`config.mk`:
```
export PLATFORM = sky130hd
export DESIGN_NAME = mem_word_arbiter
export DESIGN_NICKNAME = d
export VERILOG_FILES = /design/src/rtl/mem_word_arbiter.sv
export SDC_FILE = /design/constraint.sdc
export NUM_CORES = 1
export LEC_CHECK = 0
export ABC_AREA = 1
export CORE_ASPECT_RATIO = 0.8
export CORE_MARGIN = 1
export CORE_UTILIZATION = 44
export CTS_CLUSTER_DIAMETER = 150
export DETAILED_ROUTE_END_ITERATION = 12
export GPL_TIMING_DRIVEN = 0
export PLACE_DENSITY = 0.89
export SLEW_MARGIN = 20
export SYNTH_ARGS = -nofsm -noshare
export SYNTH_HDL_FRONTEND = slang
export SYNTH_SLANG_ARGS = --single-unit
```
`constraint.sdc`:
```
create_clock -name clock -period 1.9 [get_ports clock]
set_input_delay 0.57 -clock clock [delete_from_list [all_inputs] [get_ports clock]]
set_output_delay 0.57 -clock clock [all_outputs]
set_load 0.01 [all_outputs]
```
`src/rtl/mem_word_arbiter.sv`:
```
// mem_word_arbiter: round-robin arbiter serialising 16-bit word accesses from two ports onto a byte-wide memory.
// Each word takes four cycles after the grant: high byte, low byte, read tail, then the ack.
module mem_word_arbiter #(
    parameter int ADDR_W = 8,
    parameter int LAT    = 1
) (
    input  logic              clock,
    input  logic              reset,
    input  logic              r0_req,
    input  logic              r1_req,
    input  logic              r0_we,
    input  logic              r1_we,
    input  logic [ADDR_W-1:0] r0_addr,
    input  logic [ADDR_W-1:0] r1_addr,
    input  logic [15:0]       r0_wdata,
    input  logic [15:0]       r1_wdata,
    output logic              r0_ack,
    output logic              r1_ack,
    output logic [15:0]       rdata,
    output logic              busy,
    output logic              owner,
    output logic [ADDR_W-1:0] mem_addr,
    output logic              mem_we,
    output logic [7:0]        mem_wdata,
    input  logic [7:0]        mem_rdata
);
    if (LAT != 1) begin : g_lat_unsupported
        $error("mem_word_arbiter supports only LAT=1");
    end

    typedef enum logic [2:0] {IDLE, HI, LO, TAIL, ACK} state_t;

    state_t            state_q, state_d;
    logic              owner_q, owner_d;
    logic              last_q, last_d;
    logic              we_q, we_d;
    logic [ADDR_W-1:0] addr_q, addr_d;
    logic [15:0]       wdata_q, wdata_d;
    logic [15:0]       rdata_q, rdata_d;
    logic              grant;
    logic [ADDR_W-1:0] addr_lo;

    // On a tie the port not granted last wins; a lone requester always wins.
    assign grant   = (r0_req && r1_req) ? ~last_q : r1_req;
    assign addr_lo = addr_q + {{(ADDR_W-1){1'b0}}, 1'b1};

    always_ff @(posedge clock or posedge reset) begin
        if (reset) begin
            state_q <= IDLE;
            owner_q <= 1'b0;
            last_q  <= 1'b1;
            we_q    <= 1'b0;
            addr_q  <= '0;
            wdata_q <= '0;
            rdata_q <= '0;
        end else begin
            state_q <= state_d;
            owner_q <= owner_d;
            last_q  <= last_d;
            we_q    <= we_d;
            addr_q  <= addr_d;
            wdata_q <= wdata_d;
            rdata_q <= rdata_d;
        end
    end

    always_comb begin
        state_d = state_q;
        owner_d = owner_q;
        last_d  = last_q;
        we_d    = we_q;
        addr_d  = addr_q;
        wdata_d = wdata_q;
        rdata_d = rdata_q;
        case (state_q)
            IDLE: if (r0_req || r1_req) begin
                state_d = HI;
                owner_d = grant;
                last_d  = grant;
                we_d    = grant ? r1_we : r0_we;
                addr_d  = grant ? r1_addr : r0_addr;
                wdata_d = grant ? r1_wdata : r0_wdata;
            end
            HI:      state_d = LO;
            LO:      state_d = TAIL;
            TAIL:    state_d = ACK;
            default: state_d = IDLE;
        endcase
        // Memory data lags the address by one cycle, so each byte lands one state later.
        if (state_q == LO && !we_q) rdata_d[15:8] = mem_rdata;
        if (state_q == TAIL && !we_q) rdata_d[7:0] = mem_rdata;
    end

    assign busy      = state_q != IDLE;
    assign owner     = owner_q;
    assign rdata     = rdata_q;
    assign r0_ack    = state_q == ACK && !owner_q;
    assign r1_ack    = state_q == ACK && owner_q;
    assign mem_addr  = state_q == HI ? addr_q : state_q == LO ? addr_lo : '0;
    assign mem_we    = we_q && (state_q == HI || state_q == LO);
    assign mem_wdata = !we_q ? 8'h00 : state_q == HI ? wdata_q[15:8] : state_q == LO ? wdata_q[7:0] : 8'h00;
endmodule

```
==> flow_metrics.tcl, run 1 <==
set metrics [dict create \
    status "finished with violations" \
    violations "negative setup slack" \
    die_w_um 86.7 \
    synth_area_leaders "dfrtp_1, nand2_1, o21ai_2, inv_1, a21oi_1" \
    postCtsHoldBufs 0 \
    max_stage_delay_ns 0.38 \
    dp_hpwl_um 5240 \
    avgSynthCellArea_um2 7.23 \
    clk_path_buf_depth 2 \
    cts_max_level 2 \
    ir_drop_mv 0.650 \
    layout_commonest_cell "nand2_1" \
    dr.pass1.iters 4 \
    fin_hold_ws_ns 0.478 \
    yosysTopAreaCell "dfrtp_1" \
    hold_viol_final 0 \
    ant_nets 0 \
    ios 99 \
    synth.yosys.seq_area_share_pct 45.7 \
    drc_errors 0 \
    setup_viol 17 \
    worst_hold_path_type "reg2reg" \
    wl_um 7480 \
    synth_nets 412 \
    synth_cells 349 \
    syn_to_final_growth_pct 54.7 \
    synth_seq_cells 46 \
    cts_buffers 5 \
    layout-drive-gt1-share_pct 24.4 \
    antenna_cells 0 \
    cts.clk_slew.worst_paths_ns 0.09 \
    endpoint_kind "primary output" \
    cts-root-buf "clkbuf_8" \
    power_uw 5870 \
    rows 24 \
    final_cell_mix "nand2_1, clkdlybuf4s50_1, dfrtp_1" \
    leakagePower_uw 0.00201 \
    setup_slack_ns -0.329 \
    dp_cells 526 \
    netlist.area_leader.share_pct 44.6 \
    gp_congestion 0.796 \
    wl_met1_um 3010 \
    vias 2668 \
    crit_chain "inv_2 > nor3_4 > buf_6 > buf_6 > nand2_4 > a21oi_2 > buf_2" \
    wire_per_inst_um 13.5 \
    post-place-ws_ns -0.566 \
    maxSlewHeadroom_pct 73.2 \
    path_class "reg2out" \
    fin_crit_ns 2.23 \
    p_per_area_nw_per_um2 1500 \
    grt_pass1_wl_um 11900 \
    grt_max_degree 33 \
    coreArea_um2 5500 \
    dieArea_um2 6040 \
    port_buffers 98 \
    grt_overflow 0 \
    yosys_warnings 0 \
    final_cells 553 \
    worst-path-max-fanout 4 \
    nets 537 \
    synth.cell_area_um2 2520 \
    clock-sinks 46 \
    tritoncts "done" \
    critPathRequiredTime_ns 1.33 \
    initial_core_util_pct 45.9 \
    met3WireLength_um 445 \
    max_freq_mhz 449 \
    grt.total_usage_pct 25.6 \
    maxCapViolCount 0 \
    period_share_pct 117 \
    critPathSlowestCell "dfrtp_1" \
    worst_slew_pin_slew_ns 0.400 \
    die_y_um 69.7 \
    top_layer "met4" \
    rsz0062_at_grt "true" \
    grt_pass1_vias 2573 \
    antenna_found_initial 0 \
    vias_per_cell 4.82 \
    critPathLaunchType "flop" \
    fin_util_pct 71.0 \
    maxSlewViolCount 0 \
    wl_met2_um 3920 \
    clk_latency_ns 0.30 \
    synth.distinct_cells 25 \
    skew_ns 0.00917 \
    first_iter_violations 127 \
    crit_path_frequent_cell "buf_6" \
    cp.arrival_ns 1.66 \
]
[where the power goes]
group          internal, uW  total, uW  switching (uW)  leakage (uW)
Sequential             1470       1820             359      0.000566
Combinational          1550       3320            1780       0.00138
Clock                   387        722             335     0.0000579
Total                  3400       5870            2470       0.00201
[routing by layer]
layer  vias up  GRT usage [%]
met3        12           4.17
met1      1248           31.9
li1       1320              -
met4         0           7.04
met2        88           45.4
met5         -              0
[cell families after synthesis]
logic type	after synthesis	share of synthesized area, %
and+or+nand+nor	231	36.9
DFF	46	45.7
AOI/OAI and AO/OA	36	9.72
buffers and inverters	35	7.19
adders and majority gates	1	0.496
[timing repair]
item,CTS,global route
setup buffers,12,7
pin swaps,4,15
gates resized for setup,95,32
gates cloned,1,0
endpoints found under the setup margin,20,40
[synthesized netlist by cell type]
| cell type | n |
|---|---|
| o21bai_1 | 1 |
| buf_2 | 5 |
| inv_4 | 1 |
| nand2_4 | 1 |
| buf_6 | 4 |
| o21ai_0 | 6 |
| buf_4 | 3 |
| buf_1 | 1 |
| a21oi_1 | 12 |
| inv_2 | 1 |
| nand2_1 | 208 |
| o21ai_2 | 16 |
| inv_1 | 19 |
| clkinv_1 | 1 |
| nor2_8 | 1 |
| nand2_2 | 3 |
| nor3_4 | 1 |
| nor2_1 | 9 |
| dfrtp_1 | 45 |
| nor2_4 | 1 |
| nand3_1 | 6 |
| ha_1 | 1 |
| nor3_2 | 1 |
| dfstp_2 | 1 |
| o31ai_1 | 1 |
[critical path: cells and delay by family, from the launching register on]
family,cells,cell delay (ns)
buf+inv,4,0.50
flops,1,0.38
simple gates,2,0.33
compound gates,1,0.13
[cell type report]
cell class | instances | area (um^2)
Fill cell | 428 | 1590
Timing Repair Buffer | 118 | 1070
Clock buffer | 5 | 68.8
Sequential cell | 46 | 1150
Clock inverter | 3 | 40.0
Buffer | 13 | 108
Tap cell | 78 | 97.6
Multi-Input combinational cell | 268 | 1270
Inverter | 22 | 91.3
[sequential cells by signal, indices dropped and copies added, names as in the netlist]
register / cells
state_q: 3
rdata: 16
owner: 1
we_q: 1
addr_q: 8
last_q: 1
wdata_q: 16
[worst paths after layout]
check | start | to | slack, ns | cells past startpoint
setup reg to reg | state_q[0] | rdata[9] | 0.32 | 10
min in group asynchronous | reset | rdata[1] | 0.55 | 2
max in group asynchronous | reset | last_q | 0.81 | 3
hold reg to reg | last_q | last_q | 0.48 | 2
setup / recovery | state_q[0] | mem_wdata[2] | -0.33 | 7
hold / removal | last_q | last_q | 0.48 | 2
[metrics by stage]
| stage | setup TNS [ns] | cell area, um^2 |
|---|---|---|
| floorplan | 0 | 2520 |
| global placement | -38.09 | 3600 |
| detailed placement | -12.89 | 3620 |
| CTS | -4.17 | 3790 |
| global route | -5.65 | 3900 |
| finish | -4.56 | 3900 |
Power figures use the tool's default switching activity.
==> run 2: changes to the inputs <==
- CELL_PAD_IN_SITES_DETAIL_PLACEMENT: not set -> 0
- CELL_PAD_IN_SITES_GLOBAL_PLACEMENT: not set -> 1
- CORE_MARGIN: 1 -> not set
- CORE_UTILIZATION: 44 -> 30
- PLACE_DENSITY: 0.89 -> 0.88
==> flow_metrics.tcl, run 2 (synthesis results as in run 1) <==
set metrics [dict create \
    p_sw_uw 2400 \
    hold_viol_final 0 \
    worst_slew_pin_slew_ns 0.515 \
    die_w_um 105 \
    layout-drive-gt1-share_pct 23.7 \
    cts_buffers 5 \
    max_freq_mhz 443 \
    ant_nets 0 \
    clock-sinks 46 \
    dieArea_um2 8790 \
    n_fill_cell 812 \
    setup_viol 17 \
    period_share_pct 119 \
    worst-path-max-fanout 5 \
    final_cell_mix "nand2_1, clkdlybuf4s50_1, dfrtp_1" \
    p_comb_share_pct 56.5 \
    postCtsHoldBufs 0 \
    rows 29 \
    syn_to_final_growth_pct 56.6 \
    clk_latency_ns 0.30 \
    fin_hold_ws_ns 0.462 \
    clk_path_buf_depth 2 \
    fin_crit_ns 2.26 \
    die_y_um 84.0 \
    tritoncts "done" \
    antenna_found_initial 0 \
    grt_overflow 0 \
    worst_hold_path_type "reg2reg" \
    initial_core_util_pct 31.3 \
    cts_max_level 2 \
    post-place-ws_ns -0.586 \
    antenna_cells 0 \
    critPathLaunchType "flop" \
    layout_commonest_cell "nand2_1" \
    dp_hpwl_um 5410 \
    p_sw_share_pct 41.7 \
    setup_slack_ns -0.358 \
    critical_path.startpoint "state_q[2]" \
    grt.total_usage_pct 17.7 \
    multiInputGateArea_um2 1280 \
    power.internal_uw 3350 \
    maxSlewHeadroom_pct 65.6 \
    nets 535 \
    fin_area_um2 3950 \
    status "finished with violations" \
    dr.pass1.iters 4 \
    leakagePower_uw 0.00200 \
    wl_um 7230 \
    reg2reg_from "state_q[2]" \
    grt_pass1_vias 2597 \
    violations "negative setup slack" \
    endpoint_kind "primary output" \
    first_iter_violations 117 \
    dpl_cell_area_um2 3670 \
    power_frac_seq_pct 31.5 \
    drc_errors 0 \
    critPathRequiredTime_ns 1.33 \
    port_buffers 98 \
    vias_per_cell 4.44 \
    seq_area_um2 1150 \
    p_per_area_nw_per_um2 1460 \
    rsz0062_at_grt "true" \
    ios 99 \
    cp.arrival_ns 1.69 \
    cts-root-buf "clkbuf_8" \
    gp_congestion 0.782 \
    coreArea_um2 8060 \
    wire_per_inst_um 12.4 \
    skew_ns 0.00787 \
    path_class "reg2out" \
    grt_pass1_wl_um 12500 \
    ir_drop_mv 0.460 \
    vias 2582 \
    maxSlewViolCount 0 \
    grt_max_degree 25 \
    maxCapViolCount 0 \
    cts.clk_slew.worst_paths_ns 0.09 \
    clock_power_share_pct 12.0 \
    hold_start "last_q" \
]
[run 2: cell types whose count changed in the layout (fill, tap and decap cells not counted), moves of 3 or more]
| cell | before | now |
|---|---|---|
| buf_4 | 15 | 12 |
| a21oi_1 | 8 | 5 |
| a21oi_2 | 4 | 7 |
| nand2_1 | 195 | 200 |
| clkbuf_2 | 3 | 0 |
| nand2_2 | 13 | 8 |
| clkbuf_8 | 5 | 8 |
| o21ai_1 | 4 | 1 |
[run 2: worst paths after layout]
check	to	slack (ns)	depth (start not counted)
worst min register to register	last_q	0.46	2
worst max register to register	rdata[8]	0.38	10
worst min-delay path	last_q	0.46	2
min in group asynchronous	rdata[0]	0.62	2
worst max-delay path	mem_wdata[3]	-0.36	7
max in group asynchronous	state_q[1]	0.78	3
[run 2: worst max-delay path: stages, from the launching register on]
cell,delay (ns)
dfrtp_2,0.42
buf_6,0.12
nor3_4,0.24
buf_6,0.15
buf_6,0.12
nand2_1,0.06
a21oi_2,0.12
buf_2,0.15
[run 2: through the flow]
step                std cells  setup TNS (ns)  power, uW  util [%]
floorplan                 349               0       3430         -
CTS                       577           -4.70       5650      48.1
detailed placement        556          -14.23       4670      45.5
finish                    581           -5.04       5750      49.1
global placement          555          -43.68       4600      45.2
global route              581           -6.30       6250      49.1
[run 2: final cells by class]
type / count / area share (%)
clock buffer: 8 / 2.79
multi-input combinational: 268 / 32.4
sequential: 46 / 29.2
tap: 108 / 3.42
buffer: 13 / 2.69
timing repair buffer: 116 / 27.0
inverter: 22 / 2.44
[run 2: layer usage]
| layer | up-vias | global-route usage (%) | part of all wire, % |
|---|---|---|---|
| li1 | 1311 | - | - |
| met1 | 1205 | 22.8 | 45 |
| met2 | 59 | 30.1 | 49 |
| met3 | 7 | 3.51 | 5.5 |
| met4 | 0 | 5.19 | 1.0 |
| met5 | - | 0 | 0 |
[run 2: what timing repair did]
action | 4_1_cts | 5_1_grt
gates cloned | 1 | 0
pin swaps | 7 | 6
gates resized for setup | 117 | 14
buffers inserted | 12 | 4
setup endpoints to repair | 20 | 41
[run 2: power groups by stage]
stage | Sequential (uW) | Combinational, uW | Clock, uW
after floorplan | 1830 | 1600 | 0
after global placement | 1790 | 2800 | 0
after detailed placement | 1800 | 2860 | 0
after CTS | 1790 | 3150 | 712
after global routing | 1890 | 3610 | 755
final | 1810 | 3250 | 688
==> run 3: changes to the inputs <==
- REMOVE_ABC_BUFFERS: not set -> 1
==> flow_metrics.tcl, run 3 (synthesis results as in run 1) <==
set metrics [dict create \
    max_freq_mhz 450 \
    violations "negative setup slack" \
    max_stage_delay_ns 0.40 \
    cp.arrival_ns 1.65 \
    grt_pass1_wl_um 11700 \
    worst-path-max-fanout 5 \
    ios 99 \
    wl_um 7320 \
    grt_max_degree 29 \
    holdPathStages 2 \
    nets 526 \
    grt.total_usage_pct 17.0 \
    dieArea_um2 8790 \
    antenna_cells 0 \
    n_fill_cell 822 \
    cts_buffers 5 \
    syn_to_final_growth_pct 56.6 \
    critPathSlowestCell "dfrtp_1" \
    crit_path_frequent_cell "buf_6" \
    crit_chain "buf_6 > nor2_4 > nand2_8 > clkinvlp_4 > buf_6 > nand2_1 > a21oi_1 > buf_2" \
    cts-root-buf "clkbuf_8" \
    clk_latency_ns 0.29 \
    cp.depth 8 \
    rsz0062_at_grt "true" \
    reg2reg_from "state_q[0]" \
    vias 2505 \
    grt_pass1_vias 2386 \
    clock-sinks 46 \
    status "finished with violations" \
    dp_hpwl_um 4810 \
    ant_nets 0 \
    setup_slack_ns -0.322 \
    die_w_um 105 \
    fin_util_pct 49.1 \
    period_share_pct 117 \
    skew_ns 0.00653 \
    clk_path_buf_depth 2 \
    dpl_cell_area_um2 3570 \
    critPathRequiredTime_ns 1.33 \
    critPathLaunchType "flop" \
    vias_per_cell 4.38 \
    path_class "reg2out" \
    fin_area_um2 3950 \
    leakagePower_uw 0.00197 \
    fin_crit_ns 2.22 \
    maxSlewHeadroom_pct 56.6 \
    hold_viol_final 0 \
    ir_drop_mv 0.630 \
    tritoncts "done" \
    antenna_found_initial 0 \
    first_iter_violations 59 \
    crit_family "buffers and inverters" \
    grt_overflow 0 \
    maxCapViolCount 0 \
    setup_viol 20 \
    gp_congestion 0.714 \
    critPathBufInv 4 \
    port_buffers 98 \
    rows 29 \
    endpoint_kind "primary output" \
    critical_path.startpoint "state_q[0]" \
    final_cell_mix "nand2_1, clkdlybuf4s50_1, dfrtp_1" \
    p_per_area_nw_per_um2 1490 \
    worst_slew_pin_slew_ns 0.651 \
    maxSlewViolCount 0 \
    layout_commonest_cell "nand2_1" \
    coreArea_um2 8060 \
    drc_errors 0 \
    rr_worst_depth 9 \
    cts.clk_slew.worst_paths_ns 0.08 \
    dr.pass1.iters 4 \
    wire_per_inst_um 12.8 \
    cts_max_level 2 \
    die_y_um 84.0 \
    worst_hold_path_type "reg2reg" \
    hold_start "last_q" \
    initial_core_util_pct 31.3 \
    layout-drive-gt1-share_pct 23.3 \
]
-- run 3: cell types whose count changed in the layout (fill, tap and decap cells not counted), sizes merged --
cell,before,now
clkbuf,8,7
clkdlybuf4s15,0,2
clkinv,0,1
bufinv,0,1
nor2,11,12
buf,51,38
-- run 3: layer usage --
metal	track usage, %	vias up	routed length (um)
met1	21.7	1153	3380
met5	0	-	0
met2	28.8	52	3580
met4	4.55	0	40
li1	-	1298	-
met3	3.98	2	322
-- run 3: timing repair --
action,4_1_cts,5_1_grt
gates cloned,2,1
hold buffers,0,0
gates resized for setup,113,22
buffers inserted,17,2
endpoints found under the setup margin,47,43
pin swaps,11,13
-- run 3: path summary, 6_finish.rpt --
| check | end | slack [ns] |
|---|---|---|
| setup / recovery | mem_wdata[1] | -0.32 |
| hold / removal | last_q | 0.46 |
| setup reg to reg | wdata_q[14] | 0.17 |
| hold reg to reg | last_q | 0.46 |
| max in group asynchronous | last_q | 0.69 |
| min in group asynchronous | wdata_q[10] | 0.63 |
-- run 3: stage by stage --
| step | total power, uW | worst slack (ns) | TNS, ns | hold WS, ns | instances |
|---|---|---|---|---|---|
| 6_report | 5870 | -0.322 | -4.83 | 0.465 | 572 |
| 5_1_grt | 6340 | -0.391 | -6.56 | 0.478 | 572 |
| 4_1_cts | 5760 | -0.304 | -4.58 | 0.468 | 570 |
| 3_5_place_dp | 4510 | -0.977 | -35.17 | 0.455 | 543 |
| 3_3_place_gp | 4410 | -0.964 | -64.72 | 0.454 | 542 |
| 2_1_floorplan | 3270 | 0.0729 | 0 | 0.444 | 336 |
-- run 3: final cells by class --
type,count,area (um^2),share of cell area (%)
timing repair buffer,118,1120,28.4
timing repair inverter,1,7.51,0.190
inverter,22,95.1,2.41
clock buffer,7,86.3,2.18
multi-input combinational,269,1320,33.3
clock inverter,1,30.0,0.760
tap,108,135,3.42
sequential,46,1160,29.3
-- run 3: power breakdown --
group | switching (uW) | internal (uW)
registers | 353 | 1470
clock network | 317 | 429
logic | 1780 | 1520
-- run 3: tightest hold or removal path, cell delays in order (launching register included) --
cell and delay (ns):
dfstp_2 0.38, nand2_1 0.05, nand2_1 0.04
